==> src/rtl/ir_int_registers_pkg.sv <==
// ir_int_registers_pkg: shared z80 interrupt-mode encodings and EI delay limit
package ir_int_registers_pkg;
  typedef enum logic [1:0] {IM0 = 2'd0, IM1 = 2'd1, IM2 = 2'd2} im_t;
  localparam int EI_DELAY_MAX = 15;
  function automatic logic [1:0] im_map(input logic [1:0] v);
    return (v == 2'd3) ? IM2 : v;
  endfunction
endpackage

==> src/rtl/ir_int_registers_int_ctl.sv <==
// int_ctl: IFF1/IFF2, interrupt mode and EI-delay counter
module int_ctl
  import ir_int_registers_pkg::*;
#(
  parameter int EI_DELAY = 1
) (
  input  logic       clk,
  input  logic       reset,
  input  logic       instr_done,
  input  logic       ei,
  input  logic       di,
  input  logic       retn,
  input  logic       int_ack,
  input  logic       nmi_ack,
  input  logic       im_wr,
  input  logic [1:0] im_in,
  output logic       iff1,
  output logic       iff2,
  output logic [1:0] im,
  output logic       ei_pending,
  output logic       int_enable
);
  localparam int CW = $clog2(EI_DELAY + 1);
  logic [CW-1:0] cnt, cnt_n;
  logic iff1_n, iff2_n;
  logic clr;
  // next state: nmi_ack > int_ack/di > ei > retn; the counter freezes on nmi_ack
  always_comb begin
    clr = int_ack | di;
    iff1_n = nmi_ack ? 1'b0 : clr ? 1'b0 : ei ? 1'b1 : retn ? iff2 : iff1;
    iff2_n = nmi_ack ? iff2 : clr ? 1'b0 : ei ? 1'b1 : iff2;
    cnt_n = nmi_ack ? cnt : clr ? '0 : ei ? CW'(EI_DELAY) :
            (instr_done && cnt != '0) ? cnt - 1'b1 : cnt;
  end
  // state register with synchronous active-low reset
  always_ff @(posedge clk) begin
    if (!reset) begin
      iff1 <= 1'b0;
      iff2 <= 1'b0;
      cnt  <= '0;
      im   <= IM0;
    end else begin
      iff1 <= iff1_n;
      iff2 <= iff2_n;
      cnt  <= cnt_n;
      im   <= im_wr ? im_map(im_in) : im;
    end
  end
  assign ei_pending = cnt != '0;
  assign int_enable = iff1 & ~ei_pending;
endmodule

==> src/rtl/ir_int_registers.sv <==
// ir_int_registers: Z80 I/R registers with refresh increment plus interrupt control
module ir_int_registers
  import ir_int_registers_pkg::*;
#(
  parameter int DATA_WIDTH   = 8,
  parameter int REFRESH_BITS = 7,
  parameter int EI_DELAY     = 1
) (
  input  logic                    clk,
  input  logic                    reset,
  input  logic                    i_wr,
  input  logic [DATA_WIDTH-1:0]   i_in,
  input  logic                    r_wr,
  input  logic [DATA_WIDTH-1:0]   r_in,
  input  logic                    m1_inc,
  input  logic                    instr_done,
  input  logic                    ei,
  input  logic                    di,
  input  logic                    retn,
  input  logic                    int_ack,
  input  logic                    nmi_ack,
  input  logic                    im_wr,
  input  logic [1:0]              im_in,
  output logic [DATA_WIDTH-1:0]   reg_i,
  output logic [DATA_WIDTH-1:0]   reg_r,
  output logic [2*DATA_WIDTH-1:0] refresh_addr,
  output logic                    iff1,
  output logic                    iff2,
  output logic [1:0]              im,
  output logic                    ei_pending,
  output logic                    int_enable
);
  localparam logic [DATA_WIDTH-1:0] R_MASK = {DATA_WIDTH{1'b1}} >> (DATA_WIDTH - REFRESH_BITS);
  logic [DATA_WIDTH-1:0] r_inc;
  // only the low refresh bits count; the upper bits of R are preserved
  always_comb r_inc = (reg_r & ~R_MASK) | ((reg_r + 1'b1) & R_MASK);
  // I/R registers; an explicit R write wins over the refresh increment
  always_ff @(posedge clk) begin
    if (!reset) begin
      reg_i <= '0;
      reg_r <= '0;
    end else begin
      reg_i <= i_wr ? i_in : reg_i;
      reg_r <= r_wr ? r_in : m1_inc ? r_inc : reg_r;
    end
  end
  assign refresh_addr = {reg_i, reg_r};
  int_ctl #(.EI_DELAY(EI_DELAY)) u_int_ctl (
    .clk        (clk),
    .reset      (reset),
    .instr_done (instr_done),
    .ei         (ei),
    .di         (di),
    .retn       (retn),
    .int_ack    (int_ack),
    .nmi_ack    (nmi_ack),
    .im_wr      (im_wr),
    .im_in      (im_in),
    .iff1       (iff1),
    .iff2       (iff2),
    .im         (im),
    .ei_pending (ei_pending),
    .int_enable (int_enable)
  );
endmodule

==> config.mk <==
export PLATFORM = sky130hd
export DESIGN_NAME = ir_int_registers
export DESIGN_NICKNAME = d
export VERILOG_FILES = /design/src/rtl/ir_int_registers_pkg.sv /design/src/rtl/ir_int_registers_int_ctl.sv /design/src/rtl/ir_int_registers.sv
export SDC_FILE = /design/constraint.sdc
export NUM_CORES = 1
export LEC_CHECK = 0
export CAP_MARGIN = 20
export CORE_ASPECT_RATIO = 0.5
export CORE_UTILIZATION = 32
export CTS_CLUSTER_DIAMETER = 100
export DETAILED_ROUTE_END_ITERATION = 12
export GPL_TIMING_DRIVEN = 0
export PLACE_DENSITY = 0.71
export SYNTH_ARGS = -nofsm -noshare
export SYNTH_HDL_FRONTEND = slang
export SYNTH_HIERARCHICAL = 1
export SYNTH_SLANG_ARGS = --single-unit
==> constraint.sdc <==
create_clock -name clk -period 1.15 [get_ports clk]
set_input_delay 0.1725 -clock clk [delete_from_list [all_inputs] [get_ports clk]]
set_output_delay 0.1725 -clock clk [all_outputs]
set_load 0.02 [all_outputs]
==> flow_summary.toml, run 1 <==
[setup_path]
r2r-end = "reg_r[6]"
critPathMaxStageDelay_ns = 0.37
cp_slowest_cell = "dfxtp_4"
r2r_cells = 4
end_kind = "output pin"
cp_num_buf_inv = 1
rrSetupSlack_ns = 0.03
cp_top_family = "flip-flops"
crit_end = "refresh_addr[5]"
arrival_ns = 0.96
cp.required_ns = 0.98
regToRegStartpoint = "reg_r[0]"
path_depth = 1
worstSetupPathType = "reg -> out"
worstPathCellList = "dlygate4sd2_1"
start_kind = "flip-flop"
path_max_fanout = 5
crit_start = "reg_r[5]"

[floorplanning]
die_w_um = 83.0
dieArea_mm2 = 0.00352
fp-row-count = 14
coreArea_mm2 = 0.00307
ios = 68
die_h_um = 42.5
initial_core_util_pct = 34.2

[clock_network]
cts_tree = "yes"
cts_buffers = 3
clk_latency_ns = 0.26
postCtsHoldBufs = 0
htreeDepth = 1
clock-sinks = 21
clk_pin_slew_ns = 0.07
root_buffer = "clkbuf_8"
clockBufferDepth = 2

[synthesis]
avgSynthCellArea_um2 = 9.71
yosysWarnings = 6
netlist_instances = 108
synth_area_mm2 = 0.00105
yosysSeqAreaShare_pct = 40.1
ys_ff_latch = 21
syn-num-nets = 139
synth_cell_types = 29

[placed_design]
io_buffers = 64
post-place-ws_ns = -0.504
gp_congestion = 0.694
dp_hpwl_um = 2010

[cells_and_area]
nets = 208
final_common_cell = "clkdlybuf4s50_1"
final_cell_mix = "clkdlybuf4s50_1, buf_4, buf_2, nor2b_1"
drive_above_1_share_pct = 35.8
diodes = 0
fillCellCount = 293
area_growth_pct = 64.6

[route]
wl_per_cell_um = 11.9
wirelength_um = 2570
via_count = 978
vias_per_cell = 4.53
drc = 0
drtIter0Drc = 17
ant_nets = 0
first_pass_iters = 4

[timing]
period_share_pct = 98.9
rsz0062_at_grt = "true"
whs_ns = 0.360
setup_violations = 0
fmax_ghz = 0.880
fin_skew_ns = 0.00210
layout_setup_ws_ns = 0.0131
drv_slew = 0
slew_headroom_pct = 74.1
worst-slew-pin-transition_ns = 0.389
min_period_ns = 1.14
hold_viol_final = 0

[power]
p_total_mw = 1.76
comb_power_share_pct = 26.1
pwr-share-seq_pct = 46.5
clkPwrFrac_pct = 27.4
p_switching_mw = 0.496
ir_drop_mv = 0.629
swShare_pct = 28.1
cell_internal_pwr_mw = 1.27
power_density_mw_per_mm2 = 1020
p_leak_nw = 0.806

[min_path]
hp-class = "in -> reg"

[grt]
grt_max_degree = 13
globalRouteOverflowTotal = 0
grt_use_total_pct = 15.9
antenna_found_initial = 0
grt_pass1_wl_um = 4410
grt_pass1_vias = 909

[outcome]
status = "complete, no violations"

[run]
drv_cap = 0
[flip-flops by register name (all words and copies together), names as in the netlist]
signal,flops
u_int_ctl/im,2
reg_r,8
u_int_ctl/ei_pending,1
reg_i,8
u_int_ctl/iff2,1
u_int_ctl/iff1,1
[worst reg2reg max path, delay by kind of cell (launching register included)]
| family | cells | cell delay, ns |
|---|---|---|
| fa+ha+maj | 1 | 0.16 |
| simple gates | 2 | 0.35 |
| compound gates | 1 | 0.15 |
| flops | 1 | 0.39 |
[kinds of logic after synthesis]
kind of cell | share of synthesized area (%)
mux | 11.6
simple gates | 19.1
compound gates | 10.6
xor+xnor | 3.34
fa+ha+maj | 1.19
flops | 40.1
buf+inv | 14.1
[layer usage]
layer / GRT usage (%) / up-vias / part of all wire (%)
met2: 28.5 / 21 / 51
met5: 0 / - / 0
met3: 4.33 / 2 / 3.8
met1: 19.0 / 462 / 45
met4: 4.14 / 0 / 0.54
li1: - / 493 / -
[how the worst min path moves through the flow]
stage | depth (start not counted) | start | to | slack [ns]
6_report | 3 | i_wr | reg_i[4] | 0.36
5_1_grt | 4 | m1_inc | reg_r[6] | 0.37
4_1_cts | 4 | m1_inc | reg_r[6] | 0.35
3_5_place_dp | 2 | u_int_ctl/im[0] | u_int_ctl/im[0] | 0.47
3_3_place_gp | 2 | u_int_ctl/im[0] | u_int_ctl/im[0] | 0.47
2_1_floorplan | 1 | reset | u_int_ctl/ei_pending | 0.30
[Yosys cell counts]
| library cell | instances | area share [%] |
|---|---|---|
| o31a_1 | 1 | 0.84 |
| o2111a_1 | 1 | 1.1 |
| nor4b_1 | 2 | 1.7 |
| dfxtp_1 | 21 | 40 |
| and2_1 | 3 | 1.8 |
| o221a_2 | 1 | 1.1 |
| clkbuf_1 | 2 | 0.72 |
| a31oi_1 | 2 | 1.2 |
| nor2_1 | 1 | 0.36 |
| nand4_1 | 2 | 1.2 |
| ha_1 | 1 | 1.2 |
| nor2b_1 | 12 | 7.2 |
| nand3b_1 | 1 | 0.72 |
| nand2_1 | 5 | 1.8 |
| nand4_4 | 1 | 2.0 |
| buf_4 | 17 | 12 |
| xor2_1 | 2 | 1.7 |
| or3_1 | 2 | 1.2 |
| o21ai_1 | 1 | 0.48 |
| a21oi_1 | 2 | 0.95 |
| buf_2 | 1 | 0.48 |
| inv_1 | 2 | 0.72 |
| mux2i_1 | 11 | 11 |
| o211a_1 | 1 | 0.95 |
| xnor2_1 | 2 | 1.7 |
| a21boi_0 | 1 | 0.72 |
| mux2_1 | 1 | 1.1 |
| nand2b_1 | 2 | 1.2 |
| o21ai_0 | 7 | 3.3 |
[power groups by stage]
stage | registers [mW] | clock network (mW) | logic (mW)
floorplan | 0.882 | 0 | 0.202
global placement | 0.834 | 0 | 0.518
detailed placement | 0.836 | 0 | 0.525
CTS | 0.820 | 0.509 | 0.482
global route | 0.827 | 0.534 | 0.499
finish | 0.819 | 0.484 | 0.460
[per-stage QoR]
step / TNS [ns] / cell area (um^2) / std cells / util [%]
6_report: 0 / 1730 / 216 / 56.3
5_1_grt: -0.0500 / 1730 / 216 / 56.3
4_1_cts: 0 / 1790 / 216 / 58.4
3_5_place_dp: -6.10 / 1760 / 212 / 57.5
3_3_place_gp: -5.33 / 1760 / 212 / 57.5
2_1_floorplan: 0 / 1070 / 108 / -
[area by class of cell]
class                   count  area, um^2  area share, %
clock buffers               4        45.0           2.61
inverters                   2        7.51          0.435
plain buffers              20         141           8.19
multi-input cells          65         495           28.7
flip-flops and latches     21         454           26.3
well taps                  40        50.0           2.90
repair buffers             64         532           30.8
[timing repair]
action                     CTS  global route
setup buffers                0             0
pin swaps                    0             1
gates resized for setup     94            25
setup endpoints to repair   48            27
Note: power is estimated with default switching activity, not from simulation.
==> run 2, diff against run 1 <==
--- a/config.mk
+++ b/config.mk
@@ -6,12 +6,14 @@
 export NUM_CORES = 1
 export LEC_CHECK = 0
 export CAP_MARGIN = 20
+export CELL_PAD_IN_SITES_DETAIL_PLACEMENT = 1
+export CELL_PAD_IN_SITES_GLOBAL_PLACEMENT = 1
 export CORE_ASPECT_RATIO = 0.5
-export CORE_UTILIZATION = 32
+export CORE_UTILIZATION = 22
 export CTS_CLUSTER_DIAMETER = 100
 export DETAILED_ROUTE_END_ITERATION = 12
 export GPL_TIMING_DRIVEN = 0
-export PLACE_DENSITY = 0.71
+export PLACE_DENSITY = 0.7
 export SYNTH_ARGS = -nofsm -noshare
 export SYNTH_HDL_FRONTEND = slang
 export SYNTH_HIERARCHICAL = 1
==> flow_summary.toml, run 2 (synthesis gave the netlist of run 1 again) <==
[cells_and_area]
reg_top3 = "reg_i (8), reg_r (8), u_int_ctl/im (2)"
final_cell_mix = "clkdlybuf4s50_1, buf_4, buf_2, nor2b_1"
drive_above_1_share_pct = 37.9
final_cells = 243
area_growth_pct = 68.6
nets = 209
post-route-util_pct = 39.4
final_common_cell = "clkdlybuf4s50_1"
diodes = 0
postLayoutCellArea_mm2 = 0.00177

[setup_path]
cp_slowest_cell = "dfxtp_2"
regToRegStartpoint = "reg_r[0]"
r2r_cells = 4
r2r-end = "reg_r[6]"
cp_num_buf_inv = 1
cp.required_ns = 0.98
critPathMaxStageDelay_ns = 0.35
worstPathCellList = "dlygate4sd2_1"
path_max_fanout = 3
start_kind = "flip-flop"
end_kind = "output pin"
worstSetupPathType = "reg -> out"
rrSetupSlack_ns = 0.03
arrival_ns = 0.95
cp_top_family = "flip-flops"

[outcome]
status = "complete, no violations"

[power]
pwr-share-seq_pct = 46.2
comb_power_share_pct = 26.4
p_leak_nw = 0.800
p_total_mw = 1.78
p_switching_mw = 0.505
cell_internal_pwr_mw = 1.27
ir_drop_mv = 0.335
swShare_pct = 28.4
power_density_mw_per_mm2 = 1010
clkPwrFrac_pct = 27.4

[grt]
use_met3_pct = 2.19
globalRouteOverflowTotal = 0
global_route.usage.met1_pct = 14.2
grt_pass1_wl_um = 4870
globalRouteMet2Util_pct = 22.8
antenna_found_initial = 0
grt_max_degree = 13
grt_use_total_pct = 12.0
grt_most_used_layer = "met2"
grt_pass1_vias = 1033

[clock_network]
clockBufferDepth = 2
htreeDepth = 1
clk_pin_slew_ns = 0.08
root_buffer = "clkbuf_8"
cts_buffers = 3
clk_latency_ns = 0.26
clock-sinks = 21
cts_tree = "yes"

[placed_design]
dp_cells = 238
io_buffers = 64
gp_congestion = 0.705
place_area_mm2 = 0.00180
dp_hpwl_um = 2300

[min_path]
hold_start = "i_wr"
hold_path_depth = 3
hold-path-endpoint = "reg_i[5]"
hp-class = "in -> reg"

[route]
wl_per_cell_um = 11.8
wirelength_um = 2870
first_pass_iters = 4
vias_per_cell = 4.02
drc = 0
via_count = 976
ant_nets = 0
drtIter0Drc = 10

[floorplanning]
fp-row-count = 17
dieArea_mm2 = 0.00506
die_w_um = 99.6
initial_core_util_pct = 23.4
coreArea_mm2 = 0.00449
die_h_um = 50.8
ios = 68

[timing]
fmax_ghz = 0.893
fin_skew_ns = 0.00294
rsz0062_at_grt = "true"
worst-slew-pin-transition_ns = 0.430
setup_violations = 0
hold_viol_final = 0
min_period_ns = 1.12
slew_headroom_pct = 71.4
drv_slew = 0
period_share_pct = 97.4

[run]
drv_cap = 0
==> run 2: area by class of cell <==
| class | count | area (um^2) |
|---|---|---|
| timing repair buffer | 65 | 543 |
| multi-input combinational | 65 | 495 |
| tap | 66 | 82.6 |
| buffer | 20 | 141 |
| sequential | 21 | 453 |
| inverter | 2 | 7.51 |
| clock buffer | 4 | 45.0 |
| fill | 530 | 2720 |
==> run 2: worst max path at each step <==
stage | startpoint | to | slack [ns] | cells past startpoint
finish | reg_i[6] | refresh_addr[14] | 0.03 | 1
global route | reg_r[0] | reg_r[6] | -0.04 | 4
CTS | reg_r[2] | refresh_addr[2] | 0.0008 | 1
detailed placement | reset | reg_r[3] | -0.53 | 4
global placement | reset | reg_r[3] | -0.52 | 4
floorplan | reg_r[0] | reg_r[6] | 0.04 | 4
==> run 2: worst min-delay path, cell delays in order <==
cell     delay [ns]
buf_2          0.18
mux2i_1        0.17
nor2b_1        0.06
==> run 2: power by group through the flow <==
stage	clock [mW]	sequential [mW]	combinational, mW
after floorplan	0	0.882	0.202
after global placement	0	0.837	0.520
after detailed placement	0	0.839	0.529
after CTS	0.513	0.823	0.492
after global routing	0.539	0.830	0.507
final	0.487	0.822	0.469
==> run 2: per-stage QoR <==
stage               hold slack, ns  setup WS, ns  setup TNS, ns
global placement             0.467        -0.520          -6.18
global route                 0.379       -0.0377        -0.0377
detailed placement           0.491        -0.533          -6.78
CTS                          0.358      0.000805              0
floorplan                    0.300        0.0364              0
finish                       0.353        0.0304              0
==> run 2: repair_timing <==
action	in CTS	in global routing
setup endpoints to repair	48	24
pin swaps	0	0
resized for setup	101	24
buffers inserted	1	0
hold buffers	0	0
==> run 2: layer usage <==
metal	part of all wire [%]	wire, um
met1	43	1240
met2	54	1540
met3	2.5	72
met4	0.38	11
met5	0	0
